--- config.mk ---
export PLATFORM = sky130hd
export DESIGN_NAME = wb_arbiter
export DESIGN_NICKNAME = d
export VERILOG_FILES = /design/src/rtl/wb_arbiter.sv
export SDC_FILE = /design/constraint.sdc
export NUM_CORES = 1
export LEC_CHECK = 0
export CORE_AREA = 2 2 99 91
export CTS_CLUSTER_DIAMETER = 150
export DETAILED_ROUTE_END_ITERATION = 8
export DIE_AREA = 0 0 101 93
export PLACE_DENSITY_LB_ADDON = 0.12
export SKIP_CTS_REPAIR_TIMING = 1
export SYNTH_ARGS = -nofsm -noshare
export SYNTH_HDL_FRONTEND = slang
export SYNTH_SLANG_ARGS = --single-unit
export TNS_END_PERCENT = 5
--- constraint.sdc ---
create_clock -name clk -period 4.4 [get_ports clk]
set_input_delay 0.88 -clock clk [delete_from_list [all_inputs] [get_ports clk]]
set_output_delay 0.88 -clock clk [all_outputs]
set_load 0.005 [all_outputs]
--- src/rtl/wb_arbiter.sv ---
// wb_arbiter: writeback arbiter for the 16-bit datapath.
//
// Merges the pipeline MEM/WB result with multiply/divide results and drives
// the two register-file write ports (general destination port + R15 port).
// Multiply/divide results wait in a DEPTH-entry FIFO and drain only in slots
// where the pipeline is not writing back; the pipeline always wins.
//
// Ports:
//   clk, rst                    clock (rising edge), async active-low reset
//   pl_valid/pl_dst/pl_data     pipeline writeback (no backpressure)
//   md_valid/md_ready           mul/div result handshake (ready = FIFO not full)
//   md_dst/md_lo/md_hi          mul/div destination, low half / quotient, high half / remainder
//   wr/regDst/regDstData        registered destination write port
//   wrR15/regR15Data            registered R15 write port
//   pend_mask                   pending-write scoreboard (only with WB_SCOREBOARD_EN)
//
// Optional feature macro: WB_SCOREBOARD_EN adds the pend_mask output.
//
// state | meaning
// IDLE  | no half-issued FIFO entry; may issue pipeline or FIFO head
// SPLIT | head (dst 0 or 15) had its lo half written; hi -> R15 still owed

module wb_arbiter #(
    parameter int DEPTH = 2
) (
    input  logic        clk,
    input  logic        rst,
    input  logic        pl_valid,
    input  logic [3:0]  pl_dst,
    input  logic [15:0] pl_data,
    input  logic        md_valid,
    output logic        md_ready,
    input  logic [3:0]  md_dst,
    input  logic [15:0] md_lo,
    input  logic [15:0] md_hi,
    output logic        wr,
    output logic [3:0]  regDst,
    output logic [15:0] regDstData,
    output logic        wrR15,
    output logic [15:0] regR15Data
`ifdef WB_SCOREBOARD_EN
    ,
    output logic [15:0] pend_mask
`endif
);

    localparam int PW = (DEPTH > 1) ? $clog2(DEPTH) : 1;
    localparam int CW = $clog2(DEPTH + 1);
    localparam logic [CW-1:0] DEPTH_C = CW'(DEPTH);

    typedef enum logic {IDLE, SPLIT} state_t;

    state_t          state, stateNext;
    logic [3:0]      fDst [DEPTH];
    logic [15:0]     fLo  [DEPTH];
    logic [15:0]     fHi  [DEPTH];
    logic [PW-1:0]   rdPtr, wrPtr;
    logic [CW-1:0]   count;
    logic            push, pop, empty;
    logic [3:0]      headDst;
    logic [15:0]     headLo, headHi;

    logic            wrNext, wrR15Next;
    logic [3:0]      regDstNext;
    logic [15:0]     regDstDataNext, regR15DataNext;

    assign md_ready = (count < DEPTH_C);
    assign empty    = (count == '0);
    assign push     = md_valid && md_ready;
    assign headDst  = fDst[rdPtr];
    assign headLo   = fLo[rdPtr];
    assign headHi   = fHi[rdPtr];

    // Pointers wrap naturally because DEPTH is a power of two.
    always_ff @(posedge clk or negedge rst) begin
        if (!rst) begin
            rdPtr <= '0;
            wrPtr <= '0;
            count <= '0;
        end else begin
            if (push) wrPtr <= wrPtr + 1'b1;
            if (pop)  rdPtr <= rdPtr + 1'b1;
            if (push && !pop)      count <= count + 1'b1;
            else if (pop && !push) count <= count - 1'b1;
        end
    end

    always_ff @(posedge clk) begin
        if (push) begin
            fDst[wrPtr] <= md_dst;
            fLo[wrPtr]  <= md_lo;
            fHi[wrPtr]  <= md_hi;
        end
    end

    always_ff @(posedge clk or negedge rst) begin
        if (!rst) begin
            state      <= IDLE;
            wr         <= 1'b0;
            regDst     <= '0;
            regDstData <= '0;
            wrR15      <= 1'b0;
            regR15Data <= '0;
        end else begin
            state      <= stateNext;
            wr         <= wrNext;
            regDst     <= regDstNext;
            regDstData <= regDstDataNext;
            wrR15      <= wrR15Next;
            regR15Data <= regR15DataNext;
        end
    end

    always_comb begin
        stateNext      = state;
        wrNext         = 1'b0;
        wrR15Next      = 1'b0;
        regDstNext     = regDst;
        regDstDataNext = regDstData;
        regR15DataNext = regR15Data;
        pop            = 1'b0;
        if (pl_valid) begin
            wrNext         = 1'b1;
            regDstNext     = pl_dst;
            regDstDataNext = pl_data;
        end else if (state == SPLIT) begin
            wrR15Next      = 1'b1;
            regR15DataNext = headHi;
            pop            = 1'b1;
            stateNext      = IDLE;
        end else if (!empty) begin
            wrNext         = 1'b1;
            regDstNext     = headDst;
            regDstDataNext = headLo;
            // Dual write is unsafe for R0 (R15 write dropped) and R15 (double write),
            // so defer the hi half to the next free slot.
            if (headDst == 4'd0 || headDst == 4'd15) begin
                stateNext = SPLIT;
            end else begin
                wrR15Next      = 1'b1;
                regR15DataNext = headHi;
                pop            = 1'b1;
            end
        end
    end

`ifdef WB_SCOREBOARD_EN
    // Covers every write from FIFO entry until the register file commits it.
    always_comb begin
        pend_mask = '0;
        for (int j = 0; j < DEPTH; j++) begin
            if (CW'(j) < count) pend_mask[fDst[rdPtr + PW'(j)]] = 1'b1;
        end
        if (!empty) pend_mask[15] = 1'b1;
        if (wr)     pend_mask[regDst] = 1'b1;
        if (wrR15)  pend_mask[15] = 1'b1;
    end
`endif

endmodule

==> metrics.md <==
| Metric | Value |
|---|---|
| Syn_area_per_cell | `15.9 um2` |
| CP Data Arrival Time | `2880 ps` |
| CTS Root Cell | `clkbuf_8` |
| Number of port buffers | `98` |
| Final core occ | `72.3%` |
| DRT Pass-1 Iters | `4` |
| Mapped cell area | `0.00441 mm2` |
| Drt drc | `0` |
| Worst-path cell chain | `mux2i_1, nor4_2, o32ai_4, buf_4, mux2_2` |
| Total GRT Usage | `19.4%` |
| Initial core utilization | `52.4%` |
| Cell Pwr Density | `683 mW/mm2` |
| Largest stage delay, worst path | `720 ps` |
| CP Class | `reg -> reg` |
| TritonCTS Sinks | `115` |
| RR Endpoint | `regR15Data[12]$_DFFE_PN0P_` |
| Placed insts | `469` |
| Final clock skew | `7.08 ps` |
| RSZ-0062 raised after global routing | `no` |
| Synth async-reset ratio | `37.4%` |
| Ys Warns | `0` |
| CP endpoint | `regR15Data[12]$_DFFE_PN0P_` |
| Clk_lat worst skew | `500 ps` |
| Routed wire length | `8280 um` |
| Number of core rows | `32` |
| Nets | `447` |
| Post-synthesis mux area share | `13.3%` |
| Required @ worst endpoint | `4780 ps` |
| R2R cell count | `5` |
| Static leakage | `2.31 nW` |
| Main synth FF type | `edfxtp_1` |
| Grt total ovfl | `0` |
| Status | `completed` |
| Syn Inst Count | `278` |
| Max-Cap Viols | `0` |
| Main combinational cell family by area after synthesis | `multiplexers` |
| CTS Buf Count | `17` |
| Hold Slack | `474 ps` |
| Gpl congestion | `0.714` |
| Setup TNS | `0 ps` |
| Ports | `99` |
| Final period util | `56.8%` |
| Antenna-violating nets left | `0` |
| Share of cells above drive strength 1 | `18.0%` |
| CTS Buffer Depth | `2` |
| First-pass GRT wire length | `13400 um` |
| Endpoint class of the critical path | `flip-flop` |
| Routed length per instance | `16.5 um` |
| Area growth syn-to-layout | `37.8%` |
| Die area | `0.00939 mm2` |
| Post-route insts no fill | `501` |
| F_max | `400 MHz` |
| Core region area | `0.00841 mm2` |
| Filler cell count in the final layout | `561` |
| Crit Path Max Fanout | `19` |
| Post-Synth Simple-Gate Area | `4.63%` |
| Antenna Cells | `0` |
| Via count | `2616` |
| Peak supply drop | `0.445 mV` |
| DP HPWL | `5000 um` |
| Setup crit start | `rdPtr$_DFFE_PN0P_` |
| Post-synth EDFFs | `72` |
| H-tree depth | `4` |
| Initial antenna violation count | `0` |
| HP Class | `reg -> reg` |
| CTS tree | `done` |
| Area leader, netlist | `edfxtp_1` |
| Final setup vio count | `0` |
| Synth Area in Compound Gates | `5.45%` |
| Flop-to-flop setup slack | `1900 ps` |
| Final hold viol count | `0` |
| Synth top area share | `49.0%` |
| Min Tclk post-route | `2500 ps` |
| Max Slew Vio Count | `0` |
| Starting DRT DRC Count | `86` |
| Post-Synth XOR/XNOR Area | `0.993%` |
| Largest net degree at the start of global routing | `44` |
| Vias per cell | `5.22` |
| Vias in the first global route | `2724` |
| Yosys reg bits | `115` |
| Post-Synth Adder-Cell Area | `0.284%` |
| Worst slew pin tran | `1070 ps` |
| Die width | `101 um` |
| Synth unique cells | `26` |
| Area contributors post-synth | `edfxtp_1 (49%), dfrtp_1 (24%), mux2_2 (6.4%), mux2i_1 (4.5%), mux2_4 (2.4%)` |
| Mapped Nets | `339` |
| Worst setup SP type | `flip-flop` |
| Relative slew margins | `28.4%` |
| DIE HEIGHT | `93 um` |
| Post-synthesis sequential area ratio | `73.4%` |
| Critical R2R Launch | `rdPtr$_DFFE_PN0P_` |
| Worst path slowest cell | `dfrtp_2` |
| Clk slew on worst S/H paths | `60 ps` |
[report_power, final]
group / total, mW / leakage [nW] / switching [mW] / internal (mW)
sequential: 1.67 / 1.17 / 0.182 / 1.49
combinational: 1.14 / 0.855 / 0.457 / 0.688
clock: 1.34 / 0.282 / 0.451 / 0.887
total: 4.15 / 2.31 / 1.09 / 3.06
[layer usage]
| metal | track usage (%) | wire [um] | vias up |
|---|---|---|---|
| met2 | 31.0 | 4060 | 82 |
| met3 | 6.88 | 438 | 8 |
| met1 | 24.8 | 3720 | 1291 |
| met5 | 0 | 0 | - |
| met4 | 6.76 | 65 | 0 |
| li1 | - | - | 1235 |
[sequential cells by signal, summed over array words and instances (netlist names), 2 cells and up]
signal and flops:
regR15Data 16, regDstData 16, count 2, fLo 32, fHi 32, fDst 8, regDst 4
[cell usage after synthesis (all sizes together), types with 4 or more instances]
library cell  number
edfxtp            72
dfrtp             43
mux2              32
mux2i             20
nand2             20
nor2              18
o21ai             18
a21oi             17
clkbuf             9
inv                5
buf                4
[cells in the final DEF (no fill, tap or decap), types with 2 or more instances in the layout]
| master | count |
|---|---|
| clkdlybuf4s50_1 | 97 |
| edfxtp_1 | 72 |
| dfrtp_1 | 42 |
| mux2_2 | 25 |
| nand2_1 | 20 |
| mux2i_1 | 20 |
| nor2_1 | 18 |
| o21ai_0 | 18 |
| a21oi_1 | 16 |
| clkbuf_16 | 16 |
| mux2_4 | 7 |
| inv_1 | 5 |
| buf_4 | 4 |
| xor2_1 | 3 |
| nor3_1 | 3 |
| a221o_1 | 3 |
| clkbuf_8 | 3 |
| clkbuf_1 | 3 |
| bufinv_16 | 3 |
| clkinv_2 | 3 |
| xnor2_1 | 2 |
| clkinvlp_4 | 2 |
[critical path: cells and delay by family (launching register included)]
kind / cells / cell delay (ps)
multiplexers: 2 / 750
flip-flops: 1 / 720
AND/OR/NAND/NOR: 1 / 120
buffers and inverters: 1 / 320
AO/OA/AOI/OAI: 1 / 460
[worst min path at each step]
| stage | end | depth (start not counted) | startpoint |
|---|---|---|---|
| final | regDstData[5]$_DFFE_PN0P_ | 2 | regDstData[5]$_DFFE_PN0P_ |
| after floorplan | wrPtr$_DFFE_PN0P_ | 1 | wrPtr$_DFFE_PN0P_ |
| after global placement | regDstData[13]$_DFFE_PN0P_ | 2 | regDstData[13]$_DFFE_PN0P_ |
| after CTS | regDstData[9]$_DFFE_PN0P_ | 2 | regDstData[9]$_DFFE_PN0P_ |
| after global routing | regDstData[11]$_DFFE_PN0P_ | 2 | regDstData[11]$_DFFE_PN0P_ |
| after detailed placement | regDstData[5]$_DFFE_PN0P_ | 2 | regDstData[5]$_DFFE_PN0P_ |
[stage by stage]
step	setup slack (ps)	total power, mW	cell area [um2]
CTS	1850	4.19	6080
finish	1900	4.15	6080
floorplan	1180	2.28	4410
global route	1720	4.37	6080
global placement	1450	2.80	5490
detailed placement	1430	2.84	5490
[layout make-up]
cell class	count	area, um2	share of cell area, %
sequential	115	3240	53.3
multi-input combinational	145	1100	18.1
timing repair buffer	102	1010	16.6
clock buffer	22	453	7.45
clock inverter	10	133	2.18
tap	102	128	2.10
inverter	5	18.8	0.309
[cells by family after synthesis]
logic type	Yosys count
XOR/XNOR	5
multiplexers	52
buffers and inverters	18
AO/OA/AOI/OAI	40
adder cells (fa/ha/maj)	1
AND/OR/NAND/NOR	47
flip-flops	115
(Power assumes the default switching activity.)
